<file path="config.mk">
export PLATFORM = sky130hd
export DESIGN_NAME = receptor_serie_paridad
export DESIGN_NICKNAME = d
export VERILOG_FILES = /design/src/rtl/receptor_serie_paridad.sv
export SDC_FILE = /design/constraint.sdc
export NUM_CORES = 1
export LEC_CHECK = 0
export ABC_AREA = 1
export ABC_CLOCK_PERIOD_IN_PS = 3290
export BUFFER_PORTS_ARGS = -buffer_cell sky130_fd_sc_hd__buf_2
export CAP_MARGIN = 20
export CORE_AREA = 2 2 75 77
export CTS_BUF_LIST = sky130_fd_sc_hd__clkbuf_4 sky130_fd_sc_hd__clkbuf_8 sky130_fd_sc_hd__clkbuf_16
export DETAILED_ROUTE_END_ITERATION = 16
export DIE_AREA = 0 0 77 79
export GPL_TIMING_DRIVEN = 0
export SYNTH_ARGS = -nofsm -noshare
export SYNTH_HDL_FRONTEND = slang
export SYNTH_SLANG_ARGS = --single-unit
</file>
<file path="constraint.sdc">
create_clock -name Reloj -period 3.29 [get_ports Reloj]
set_input_delay 0.658 -clock Reloj [delete_from_list [all_inputs] [get_ports Reloj]]
set_output_delay 0.658 -clock Reloj [all_outputs]
set_load 0.005 [all_outputs]
</file>
<file path="src/rtl/receptor_serie_paridad.sv">
// Serial frame receiver: start / data LSB first / parity / stop.
// Recomputes XOR parity and flags parity and framing faults.
module receptor_serie_paridad #(
  parameter int ANCHO         = 8,
  parameter int SOBREMUESTREO = 16,
  parameter int PARIDAD_IMPAR = 0
) (
  input  logic             Reloj,
  input  logic             Reset_n,
  input  logic             Tick,
  input  logic             EntradaSerie,
  output logic [ANCHO-1:0] Dato,
  output logic             DatoValido,
  output logic             ErrorParidad,
  output logic             ErrorTrama,
  output logic             Ocupado
);

  localparam int CW = $clog2(SOBREMUESTREO);
  localparam int IW = $clog2(ANCHO + 1);

  localparam logic [CW-1:0] MITAD  = CW'(SOBREMUESTREO / 2 - 1);
  localparam logic [CW-1:0] ULTIMO = CW'(SOBREMUESTREO - 1);
  localparam logic [IW-1:0] FIN    = IW'(ANCHO - 1);
  localparam logic          PAR0   = (PARIDAD_IMPAR != 0);

  typedef enum logic [2:0] {
    REPOSO,
    INICIO,
    DATOS,
    PARIDAD,
    PARADA,
    ESPERA_ALTO
  } estado_t;

  estado_t          estado;
  logic             s1;
  logic             s;
  logic [CW-1:0]    cnt;
  logic [IW-1:0]    idx;
  logic [ANCHO-1:0] hold;
  logic             par;

  // Synchroniser, frame FSM and registered outputs in one process
  always_ff @(posedge Reloj or negedge Reset_n) begin
    if (!Reset_n) begin
      s1           <= 1'b1;
      s            <= 1'b1;
      estado       <= REPOSO;
      cnt          <= '0;
      idx          <= '0;
      hold         <= '0;
      par          <= 1'b0;
      Dato         <= '0;
      DatoValido   <= 1'b0;
      ErrorParidad <= 1'b0;
      ErrorTrama   <= 1'b0;
      Ocupado      <= 1'b0;
    end else begin
      s1         <= EntradaSerie;
      s          <= s1;
      DatoValido <= 1'b0;
      ErrorTrama <= 1'b0;
      if (Tick) begin
        unique case (estado)
          REPOSO: begin
            if (!s) begin
              estado  <= INICIO;
              cnt     <= '0;
              Ocupado <= 1'b1;
            end
          end
          INICIO: begin
            if (cnt == MITAD) begin
              cnt <= '0;
              if (!s) begin
                estado <= DATOS;
                idx    <= '0;
                par    <= PAR0;
              end else begin
                estado  <= REPOSO;
                Ocupado <= 1'b0;
              end
            end else begin
              cnt <= cnt + 1'b1;
            end
          end
          DATOS: begin
            if (cnt == ULTIMO) begin
              cnt  <= '0;
              hold <= (hold >> 1) | (ANCHO'(s) << (ANCHO - 1));
              par  <= par ^ s;
              if (idx == FIN) begin
                estado <= PARIDAD;
              end else begin
                idx <= idx + 1'b1;
              end
            end else begin
              cnt <= cnt + 1'b1;
            end
          end
          PARIDAD: begin
            if (cnt == ULTIMO) begin
              cnt    <= '0;
              par    <= par ^ s;
              estado <= PARADA;
            end else begin
              cnt <= cnt + 1'b1;
            end
          end
          PARADA: begin
            if (cnt == ULTIMO) begin
              cnt <= '0;
              if (s) begin
                Dato         <= hold;
                ErrorParidad <= par;
                DatoValido   <= 1'b1;
                estado       <= REPOSO;
                Ocupado      <= 1'b0;
              end else begin
                ErrorTrama <= 1'b1;
                estado     <= ESPERA_ALTO;
              end
            end else begin
              cnt <= cnt + 1'b1;
            end
          end
          ESPERA_ALTO: begin
            if (s) begin
              estado  <= REPOSO;
              Ocupado <= 1'b0;
            end
          end
          default: begin
            estado  <= REPOSO;
            Ocupado <= 1'b0;
          end
        endcase
      end
    end
  end

endmodule

</file>
# Word-level counts from Yosys, hierarchy flattened
# Index checks and enable logic that the tools add are counted.
# word_totals
register_bits	34
in_bits	4
output_inout_bits	12
word_cells	83
# op_classes
addsub	2
n_eq_ne	18
mux	35
n_bitwise	3
n_reduce_logical	13
# ops
operator	count
two-way mux 3 bit	8
two-way mux 4 bit	6
!= test 2 bit, second input constant	9
one-hot mux 3 bit (6 select lines)	1
two-way mux 1 bit	15
one-hot mux 4 bit (3 select lines)	1
AND reduction 5 bit	2
adder 4 x 1 -> 4 bit, second input constant	2
== test 4 x 3 -> 1 bit, second input constant	2
OR 7 x 8 -> 8 bit	1
one-hot mux 4 bit (2 select lines)	1
AND reduction 8 bit	1
== test 3 x 2 -> 1 bit, second input constant	2
== test 3 bit, second input constant	2
AND reduction 3 bit	2
AND reduction 6 bit	1
one-hot mux 1 bit (5 select lines)	1
== test 4 bit, second input constant	1
AND reduction 4 bit	1
nonzero test 2 bit	2
== test 3 x 1 -> 1 bit, second input constant	1
logical NOT 3 bit	1
nonzero test 3 bit	1
OR reduction 3 bit	1
6 further kinds	6

# Longest topological paths before layout
# Gate-level depths: netlist of run 1.
# logic_depth
ltp_word	4
ltp_mapped	10

# Worst setup path after synthesis of run 1
# No wires, ideal clock.
# synth_timing
kind	input to register
startpoint	in Tick
endpoint	reg Dato[6]
arrival_time_ns	1.260
required_ns	3.172
setup_slack_ns	1.912
cell_stages	6
path_cell_list	inv_1 nor2_4 nand3_4 buf_6 nand2_1 o21ai_2
# synth_between
elab_chain_len	1
# synth_rtl
item	line	text
start: declaration	10	input logic Tick,
AND reduction 4 bit (no line)	-	
end signal: assignment	115	Dato <= hold;
end: declaration	12	output logic [ANCHO-1:0] Dato,
# Every way passes these cells.
# A chain may end at the register's enable or synchronous reset.

# Worst setup path in the final report of run 1
# layout_timing
startpoint	reg cnt[0]
endpoint	reg hold[6]
# layout_between
elab_chain_len	2
# layout_rtl
item	line	text
start: declaration	39	logic [CW-1:0] cnt;
start signal: assignment	85	cnt <= cnt + 1'b1;
start signal: assignment	99	cnt <= cnt + 1'b1;
start signal: assignment	108	cnt <= cnt + 1'b1;
== test 4 bit	89	if (cnt == ULTIMO) begin
AND reduction 3 bit (no line)	-	
end signal: assignment	91	hold <= (hold >> 1) | (ANCHO'(s) << (ANCHO - 1));
end: declaration	41	logic [ANCHO-1:0] hold;
# Every way passes these cells.

==> out/qor.yml, run 1 <==
run_status: "finished, final reports clean"
finalClockSkew_ns: 0.00632
netlist.top_cell.by_area: "dfrtp_1"
clkSlewWorstSetupHoldPaths_ns: 0.06
routed_wl_per_cell_um: 10.8
starting_density_of_the_core_pct: 33.5
layout-area-overhead-vs-synth_pct: 15.6
worst_path_dominant_cell_family: "simple AND/OR/NAND/NOR gates"
clock_tree.root_cell: "clkbuf_8"
worst_ep_required_time_ns: 3.47
cp_buf_inv_count: 1
core-area_um2: 5340
fin_nets: 242
global_placement_routability_congestion: 0.831
synthXorXnorAreaFrac_pct: 0.978
final_min_period_over_clock_period_pct: 47.4
htreeDepth: 2
grt-ovfl-total: 0
synth_seq_area_share_pct: 47.7
die_x_um: 77
clock_tree.buffer_depth: 2
io_pins: 16
setup-violations-final: 0
synthTopCellsByArea: "dfrtp_1 (45%), nand2_1 (13%), o21ai_2 (7.3%)"
numCtsBuffers: 5
max_freq_mhz: 642
avgSynthCellArea_um2: 8.37
post_route_cells_drive_above_1_share_pct: 27.4
yosys-mux-area-fraction_pct: 0
critical_path_source_type: "flop"
die-area_um2: 6080
ys_seq_elements: 34
timing.setup.critical_path_class: "flop to flop"
io_buffer_count: 15
final.setup.tns_ns: 0
worstPathMaxFanout: 10
grt_first_pass_wirelength_um: 6090
placedInstanceArea_um2: 1960
cts.repair.resized: 0
synth.top_cell.area_share_pct: 44.7
synthesis.area_um2: 1790
vdd_drop_max_mv: 0.193
post-cts-setup-buffer-count: 0
drt-total-wl_um: 3340
final-max-slew-violation-count: 0
crit_path_end_kind: "flop"
cts.hold.buffers_added: 0
dpl.hpwl_um: 2410
timing.max_slew.rel_slack_pct: 50.4
cp_data_arrival_time_ns: 1.73
final_core_util_pct: 38.8
final_cell_count_no_fill: 309
insertedDiodeCount: 0
placementRows: 27
cap_violations: 0
grt_pass1_vias: 1379
syn_inst: 214
max_slew.worst_pin.slew_ns: 0.744
tritoncts: "yes"
synth_fp_nets: 220
slowest_delay_ns: 0.41
die_height_um: 79
leakage_uw: 0.00104
setup_repair_after_global_routing_missed_its_margin: "false"
clk-insertion-delay-late_ns: 0.29
grt_antenna_before_repair: 0
detailedRoute.firstPassIterationCount: 4
grt_start_max_net_pins: 35
crit_path_slowest_cell: "dfrtp_1"
drt_first_iter_violations: 88
fin_area_um2: 2070
synth-compound-area-share_pct: 9.85
ys_types: 24
final_antenna_violating_net_count: 0
viasPerCell: 4.49
remaining_drc_errors: 0
combinational_family_with_the_most_area_after_synthesis: "simple AND/OR/NAND/NOR gates"
path_cells: "ha_1 -> nand3_2 -> nor2_4 -> nand2_2 -> buf_6 -> nand2_1 -> o21ai_2"
finalHoldViolations: 0
globalRouteTotalUtil_pct: 12.7
dr_total_vias: 1388
min_path_type: "flop to flop"
synth_simple_gate_area_share_pct: 33.8
yosysWarnings: 0
place_inst: 301
min_period_ns: 1.56
power_density_nw_per_um2: 684
synth_fa_ha_area_share_pct: 1.40
clock_sinks: 34
[kinds of logic after synthesis]
group	count (synthesis)
AOI/OAI and AO/OA	23
xor gates and xnor gates	2
adders and majority gates	2
buffers and inverters	26
DFF	34
and+or+nand+nor	127
[final timing paths]
| check | startpoint | to | slack, ns | cells after the start |
|---|---|---|---|---|
| max in group asynchronous | Reset_n | cnt[0]$_DFFE_PN0P_ | 2.38 | 1 |
| worst max register to register | cnt[0]$_DFFE_PN0P_ | hold[6]$_DFFE_PN0P_ | 1.73 | 7 |
| worst max-delay path | cnt[0]$_DFFE_PN0P_ | hold[6]$_DFFE_PN0P_ | 1.73 | 7 |
| worst min register to register | s1$_DFF_PN1_ | s$_DFF_PN1_ | 0.36 | 0 |
| worst min-delay path | s1$_DFF_PN1_ | s$_DFF_PN1_ | 0.36 | 0 |
| min in group asynchronous | Reset_n | Ocupado$_DFFE_PN0P_ | 0.42 | 1 |
[through the flow]
step | power, uW | hold slack, ns | setup WS (ns)
6_report | 1420 | 0.356 | 1.73
5_1_grt | 1530 | 0.360 | 1.56
4_1_cts | 1430 | 0.358 | 1.71
3_5_place_dp | 1030 | 0.347 | 1.60
3_3_place_gp | 1020 | 0.347 | 1.62
2_1_floorplan | 923 | 0.345 | 1.91
[flip-flops by register name, indices dropped and copies added (netlist names)]
register / cells
Dato: 8
idx: 4
par: 1
ErrorTrama: 1
DatoValido: 1
ErrorParidad: 1
s: 1
estado: 3
hold: 8
cnt: 4
s1: 1
Ocupado: 1
[Yosys cell counts]
library cell and instances:
nand2_2 6, nand4_1 2, nand2_1 64, nor3_1 3, o21a_1 1, o21ai_2 15
clkbuf_2 1, nor2_1 23, nand3_4 1, inv_1 20, nor2_2 3, dfstp_2 2
nand3_1 16, inv_2 3, nand3_2 4, dfrtp_1 32, xor2_1 1, buf_6 2
xnor2_1 1, o21bai_1 1, nor2_4 5, o21ai_0 5, ha_1 2, a21oi_1 1
[placed cells by master, fill, tap and decap left out, types with 2 or more instances in the layout]
cell type | Yosys | layout
dfrtp_1 | 32 | 32
inv_2 | 3 | 3
nand4_1 | 2 | 2
inv_1 | 20 | 20
o21ai_0 | 5 | 5
clkbuf_8 | 0 | 5
nand2_1 | 64 | 64
nor2_4 | 5 | 5
buf_6 | 2 | 2
nor3_1 | 3 | 3
nand2_2 | 6 | 6
clkbuf_4 | 0 | 2
buf_2 | 0 | 15
o21ai_2 | 15 | 15
dfstp_2 | 2 | 2
nand3_1 | 16 | 16
ha_1 | 2 | 2
nor2_1 | 23 | 23
nand3_2 | 4 | 4
nor2_2 | 3 | 3
[where the power goes]
group	internal, uW	switching, uW	leakage (uW)	total [uW]
Combinational	160	330	0.000524	491
Sequential	470	62.0	0.000460	532
Clock	243	150	0.0000593	393
Total	873	542	0.00104	1420
[per-layer routing]
layer | global-route usage [%] | vias up | part of all wire (%)
met1 | 15.2 | 643 | 47
met3 | 3.75 | 6 | 3.5
met4 | 6.43 | 0 | 2.5
met5 | 0 | - | 0
li1 | - | 719 | -
met2 | 20.9 | 20 | 47
[final cells by class]
type	count	area [um2]
clock inverters	1	30.0
fillers	592	3270
flip-flops and latches	34	853
clock buffers	7	83.8
repair buffers	15	75.1
inverters	23	86.3
plain buffers	3	27.5
multi-input cells	154	823
well taps	72	90.1
Note: power is estimated with default switching activity, not from simulation.
==> run 2, diff against run 1 <==
--- a/config.mk
+++ b/config.mk
@@ -6,7 +6,7 @@
 export NUM_CORES = 1
 export LEC_CHECK = 0
 export ABC_AREA = 1
-export ABC_CLOCK_PERIOD_IN_PS = 3290
+export ABC_CLOCK_PERIOD_IN_PS = 1400
 export BUFFER_PORTS_ARGS = -buffer_cell sky130_fd_sc_hd__buf_2
 export CAP_MARGIN = 20
 export CORE_AREA = 2 2 75 77
==> constraint.sdc (replaced) <==
create_clock -name Reloj -period 1.4 [get_ports Reloj]
set_input_delay 0.28 -clock Reloj [delete_from_list [all_inputs] [get_ports Reloj]]
set_output_delay 0.28 -clock Reloj [all_outputs]
set_load 0.005 [all_outputs]
==> out/qor.yml, run 2 (synthesized netlist as in run 1, its figures left out) <==
drt_first_iter_violations: 59  # -33%
starting_density_of_the_core_pct: 33.5  # unchanged
timing.rr.start: "cnt[1]$_DFFE_PN0P_"
violations: "negative setup slack"
max_slew.worst_pin.slew_ns: 0.751  # +0.00706 ns
viasPerCell: 4.51  # +0.49%
dpl.hpwl_um: 2410  # unchanged
die_height_um: 79  # unchanged
tritoncts: "yes"
placementRows: 27  # unchanged
layout_top_registers: "Dato x8, hold x8"
grt_antenna_before_repair: 0  # unchanged
use_met2_pct: 21.8  # +0.96 points
clkSlewWorstSetupHoldPaths_ns: 0.07  # about the same
area_used_by_sequential_logic_in_the_layout_um2: 857  # +0.44%
die_x_um: 77  # unchanged
layout_commonest_cell: "nand2_1"
multiInputGateArea_um2: 998  # +21%
grt_util_met3_pct: 3.75  # unchanged
run_status: "complete, but fails checks"
globalRouteMet1Util_pct: 15.7  # +0.50 points
final.setup.tns_ns: -0.0253  # -0.0253 ns
cap_violations: 0  # unchanged
die-area_um2: 6080  # unchanged
io_pins: 16  # unchanged
layout-area-overhead-vs-synth_pct: 32.7
worstRegToRegCells: 7  # unchanged
fin_nets: 252  # +4.1%
setup_repair_after_global_routing_missed_its_margin: "true"
leakage_uw: 0.00114  # +8.9%
final_antenna_violating_net_count: 0  # unchanged
crit_path_end_kind: "flop"
global_placement_routability_congestion: 0.831  # unchanged
finalHoldViolations: 0  # unchanged
commonest_non_fill_non_tap_cells_in_the_layout: "nand2_1 (49), dfrtp_1 (29), inv_1 (18)"
clock_sinks: 34  # unchanged
min_path_type: "primary input to asynchronous set/reset pin"
finalClockSkew_ns: 0.00510  # -0.00122 ns
final_min_period_over_clock_period_pct: 101  # +54 points
min_period_ns: 1.42  # -0.140 ns
grt_busiest_layer: "met2"
num-fill-cells: 544  # -8.1%
clk-insertion-delay-late_ns: 0.29  # about the same
detailedRoute.firstPassIterationCount: 6  # +2
timing.setup.critical_path_class: "flop to flop"
reg2reg_slack_ns: -0.02  # -1.75 ns
grt_first_pass_wirelength_um: 6310  # +3.6%
power_density_nw_per_um2: 1550  # +130%
timing.max_slew.rel_slack_pct: 49.9  # -0.47 points
worstPathMaxFanout: 10  # unchanged
post_route_cells_drive_above_1_share_pct: 43.3  # +16 points
worst_ep_required_time_ns: 1.58  # -1.89 ns
final-max-slew-violation-count: 0  # unchanged
insertedDiodeCount: 0  # unchanged
dr_total_vias: 1440  # +3.7%
numCtsBuffers: 5  # unchanged
grt_pass1_vias: 1424  # +3.3%
htreeDepth: 2  # unchanged
drt-total-wl_um: 3660  # +9.8%
vdd_drop_max_mv: 0.501  # +160%
grt-ovfl-total: 0  # unchanged
clock_tree.root_cell: "clkbuf_8"
core-area_um2: 5340  # unchanged
routed_wl_per_cell_um: 11.5  # +6.3%
io_buffer_count: 15  # unchanged
max_freq_mhz: 705  # +9.9%
setup-violations-final: 4  # +4
clock_tree.buffer_depth: 2  # unchanged
globalRouteTotalUtil_pct: 13.1  # +0.44 points
remaining_drc_errors: 0  # unchanged
grt_start_max_net_pins: 35  # unchanged
cp_data_arrival_time_ns: 1.60  # -0.13 ns
reg_to_reg_critical_path_endpoint: "Dato[6]$_DFFE_PN0P_"
critical_path_source_type: "flop"
fin_total_pwr_uw: 3670  # +160%
finalWorstSetupSlack_ns: -0.0181  # -1.75 ns
-- run 2: cell types whose count changed in the layout (fill, tap and decap cells not counted), sizes merged --
cell and delta:
inv -1, buf +10, clkinv +1
-- run 2: power breakdown --
part           internal [uW]  total (uW)  switching [uW]
logic                    539        1460             925
clock network            571         925             354
registers               1110        1290             173
total                   2220        3670            1450
-- run 2: stage by stage --
stage	instance area, um2	hold WS [ns]	std cells	worst slack, ns	util, %
finish	2380	0.0459	319	-0.0181	44.5
global route	2380	0.0716	319	-0.0846	44.5
CTS	2120	0.0724	311	-0.00746	39.7
detailed placement	1960	0.347	301	-0.170	36.6
global placement	1960	0.347	301	-0.160	36.6
floorplan	1790	-0.0156	214	0.0388	-
-- run 2: how the worst max path moves through the flow --
stage                             from             endpoint  slack, ns  cells after the start
detailed placement  cnt[0]$_DFFE_PN0P_  Dato[6]$_DFFE_PN0P_      -0.17                      7
global placement    cnt[0]$_DFFE_PN0P_  Dato[6]$_DFFE_PN0P_      -0.16                      7
floorplan           cnt[0]$_DFFE_PN0P_  Dato[6]$_DFFE_PN0P_       0.04                      7
global route        cnt[1]$_DFFE_PN0P_  Dato[6]$_DFFE_PN0P_      -0.08                      7
finish              cnt[1]$_DFFE_PN0P_  Dato[6]$_DFFE_PN0P_      -0.02                      7
CTS                 cnt[0]$_DFFE_PN0P_  Dato[6]$_DFFE_PN0P_     -0.007                      7
-- run 2: critical path, stage by stage (launching register included) --
cell,delay [ns]
dfrtp_1,0.40
ha_4,0.19
nand3_4,0.12
nor2_4,0.20
nand3_4,0.11
buf_6,0.17
nand2_1,0.07
o21ai_2,0.05
-- run 2: repair_timing --
item	CTS	global route
buffers inserted	3	7
gates resized for setup	7	48
endpoints found under the setup margin	27	30
pin swaps	1	12
hold endpoints to repair	0	0
gates cloned	0	1
hold buffers	0	0
-- run 2: routing by layer --
| layer | up-vias | wire, um | part of all wire (%) |
|---|---|---|---|
| li1 | 742 | - | - |
| met1 | 666 | 1640 | 45 |
| met2 | 26 | 1810 | 49 |
| met3 | 6 | 130 | 3.5 |
| met4 | 0 | 82 | 2.2 |
| met5 | - | 0 | 0 |
-- run 2: area by class of cell --
type                            instances  area share [%]
Inverter                               23            3.84
Clock inverter                          1            1.26
Clock buffer                            7            3.53
Multi-Input combinational cell        154            42.0
Sequential cell                        34            36.1
Timing Repair Buffer                   26            8.37
Buffer                                  2            1.11
Tap cell                               72            3.79
==> run 3, diff against run 2 <==
--- a/config.mk
+++ b/config.mk
@@ -8,12 +8,13 @@
 export ABC_AREA = 1
 export ABC_CLOCK_PERIOD_IN_PS = 1400
 export BUFFER_PORTS_ARGS = -buffer_cell sky130_fd_sc_hd__buf_2
-export CAP_MARGIN = 20
+export CAP_MARGIN = 10
 export CORE_AREA = 2 2 75 77
 export CTS_BUF_LIST = sky130_fd_sc_hd__clkbuf_4 sky130_fd_sc_hd__clkbuf_8 sky130_fd_sc_hd__clkbuf_16
 export DETAILED_ROUTE_END_ITERATION = 16
 export DIE_AREA = 0 0 77 79
 export GPL_TIMING_DRIVEN = 0
+export PLACE_DENSITY = 0.63
 export SYNTH_ARGS = -nofsm -noshare
 export SYNTH_HDL_FRONTEND = slang
 export SYNTH_SLANG_ARGS = --single-unit
==> out/qor.yml, run 3 (synthesized netlist as in run 1, its figures left out) <==
clk-insertion-delay-late_ns: 0.28  # about the same
layout-area-overhead-vs-synth_pct: 30.7
remaining_drc_errors: 0  # unchanged
layout_top_registers: "Dato x8, hold x8"
finalWorstSetupSlack_ns: 0.0148  # +0.0328 ns
max_slew.worst_pin.slew_ns: 0.779  # +0.0280 ns
drt-total-wl_um: 3670  # +0.16%
placementRows: 27  # unchanged
clock_tree.buffer_depth: 2  # unchanged
layout_commonest_cell: "nand2_1"
m1WireLength_um: 1710  # +3.9%
grt-ovfl-total: 0  # unchanged
min_period_ns: 1.39  # -0.0328 ns
leakage_uw: 0.00114  # about the same
clkSlewWorstSetupHoldPaths_ns: 0.07  # about the same
vdd_drop_max_mv: 0.474  # -5.5%
die_height_um: 79  # unchanged
tritoncts: "yes"
cts.hold.buffers_added: 0  # unchanged
grt_start_max_net_pins: 35  # unchanged
die-area_um2: 6080  # unchanged
clock_sinks: 34  # unchanged
crit_path_frequent_cell: "nand2_1"
path_cells: "clkinv_4 -> buf_4 -> nand3_2 -> nand2_1 -> nor2_4 -> nand2_2 -> nand2_1 -> nand2_1"
cp_buf_inv_count: 2  # +1
post-place-ws_ns: -0.183  # -0.0130 ns
worst_ep_required_time_ns: 1.57  # about the same
timing.max_slew.rel_slack_pct: 48.1  # -1.9 points
top_layer: "met4"
min_path_type: "primary input to asynchronous set/reset pin"
cap_violations: 0  # unchanged
power_density_nw_per_um2: 1540  # -0.60%
global_placement_routability_congestion: 0.895  # +7.7%
core-area_um2: 5340  # unchanged
worst_path_dominant_cell_family: "simple AND/OR/NAND/NOR gates"
grt_pass1_vias: 1305  # -8.4%
clock_tree.root_cell: "clkbuf_8"
starting_density_of_the_core_pct: 33.5  # unchanged
reg2reg_slack_ns: 0.01  # +0.03 ns
setup_repair_after_global_routing_missed_its_margin: "true"
fin_nets: 256  # +1.6%
numCtsBuffers: 5  # unchanged
grt_antenna_before_repair: 0  # unchanged
crit_path_slowest_cell: "dfrtp_2"
num-fill-cells: 534  # -1.8%
cp_data_arrival_time_ns: 1.56  # -0.04 ns
max_freq_mhz: 722  # +2.4%
dr_total_vias: 1468  # +1.9%
critical_path_source_type: "flop"
die_x_um: 77  # unchanged
slowest_delay_ns: 0.45  # +0.05 ns
viasPerCell: 4.54  # +0.68%
io_pins: 16  # unchanged
detailedRoute.firstPassIterationCount: 4  # -2
finalClockSkew_ns: 0.00447  # -0.000634 ns
final_min_period_over_clock_period_pct: 98.9  # -2.3 points
drt_first_iter_violations: 93  # +58%
run_status: "finished, final reports clean"
reg_to_reg_critical_path_endpoint: "estado[0]$_DFFE_PN0P_"
crit_path_end_kind: "flop"
met2WireLength_um: 1810  # +0.11%
final_antenna_violating_net_count: 0  # unchanged
grt_first_pass_wirelength_um: 5940  # -5.8%
worstPathMaxFanout: 6  # -4
io_buffer_count: 15  # unchanged
setup-violations-final: 0  # -4
timing.setup.critical_path_class: "flop to flop"
worstRegToRegCells: 8  # +1
detailroute.wirelength.met3_um: 118  # -9.2%
final-max-slew-violation-count: 0  # unchanged
globalRouteTotalUtil_pct: 12.3  # -0.87 points
post_route_cells_drive_above_1_share_pct: 42.6  # -0.69 points
insertedDiodeCount: 0  # unchanged
routed_wl_per_cell_um: 11.4  # -1.1%
timing.rr.start: "estado[2]$_DFFE_PN0P_"
dpl.hpwl_um: 2360  # -1.9%
commonest_non_fill_non_tap_cells_in_the_layout: "nand2_1 (51), dfrtp_1 (29), inv_1 (18), nor2_1 (18), nand2_2 (16)"
final.setup.tns_ns: 0  # +0.0253 ns
htreeDepth: 2  # unchanged
finalHoldViolations: 0  # unchanged
==> run 3: cell types whose count changed in the layout (fill, tap and decap cells not counted), moves of 2 or more <==
cell,delta
buf_4,+6
buf_6,-2
clkbuf_4,-2
nand2_1,+2
nand2_2,+4
nand2_4,-6
nand3_2,-2
==> run 3: power breakdown <==
group          internal [uW]  switching, uW
Clock                    395            355
Sequential              1110            199
Combinational            592            944
Total                   2100           1500
==> run 3: how the worst max path moves through the flow <==
stage                                from                    end  slack [ns]  cells after the start
detailed placement     cnt[0]$_DFFE_PN0P_    Dato[6]$_DFFE_PN0P_       -0.18                      7
global placement       cnt[0]$_DFFE_PN0P_  estado[1]$_DFFE_PN0P_       -0.16                      8
global route        estado[2]$_DFFE_PN0P_  estado[1]$_DFFE_PN0P_       -0.07                      8
floorplan              cnt[0]$_DFFE_PN0P_    Dato[6]$_DFFE_PN0P_        0.04                      7
CTS                 estado[2]$_DFFE_PN0P_     idx[1]$_DFFE_PN0P_        0.01                      8
finish              estado[2]$_DFFE_PN0P_  estado[0]$_DFFE_PN0P_        0.01                      8
==> run 3: worst register-to-register path, stage by stage (launching register included) <==
cell and delay, ns:
dfrtp_2 0.45, clkinv_4 0.13, buf_4 0.16, nand3_2 0.12
nand2_1 0.10, nor2_4 0.13, nand2_2 0.08, nand2_1 0.06
nand2_1 0.05
==> run 3: final cells by class <==
type	count	area, um2	area share (%)
Clock inverter	2	12.5	0.535
Timing Repair Buffer	30	213	9.09
Tap cell	72	90.1	3.85
Clock buffer	6	82.6	3.53
Sequential cell	34	857	36.6
Buffer	2	30.0	1.28
Multi-Input combinational cell	154	963	41.2
Inverter	23	91.3	3.90
==> run 3: metrics by stage <==
step,total power (uW),cell area (um2),std cells,hold slack (ns),utilization [%]
global placement,2410,1960,301,0.347,36.6
floorplan,2170,1790,214,-0.0156,-
CTS,3310,2130,313,0.0786,39.8
global route,3880,2340,323,0.0792,43.8
finish,3600,2340,323,0.0766,43.8
detailed placement,2420,1960,301,0.350,36.6
==> run 3: what timing repair did <==
| action | 4_1_cts | 5_1_grt |
|---|---|---|
| setup buffers | 5 | 9 |
| gates cloned | 0 | 1 |
| endpoints found under the setup margin | 27 | 30 |
| pin swaps | 0 | 8 |
| resized for setup | 9 | 37 |
==> run 3: per-layer routing <==
| metal | GRT usage [%] | up-vias |
|---|---|---|
| li1 | - | 751 |
| met1 | 15.3 | 692 |
| met2 | 20.1 | 23 |
| met3 | 3.41 | 2 |
| met4 | 5.18 | 0 |
| met5 | 0 | - |
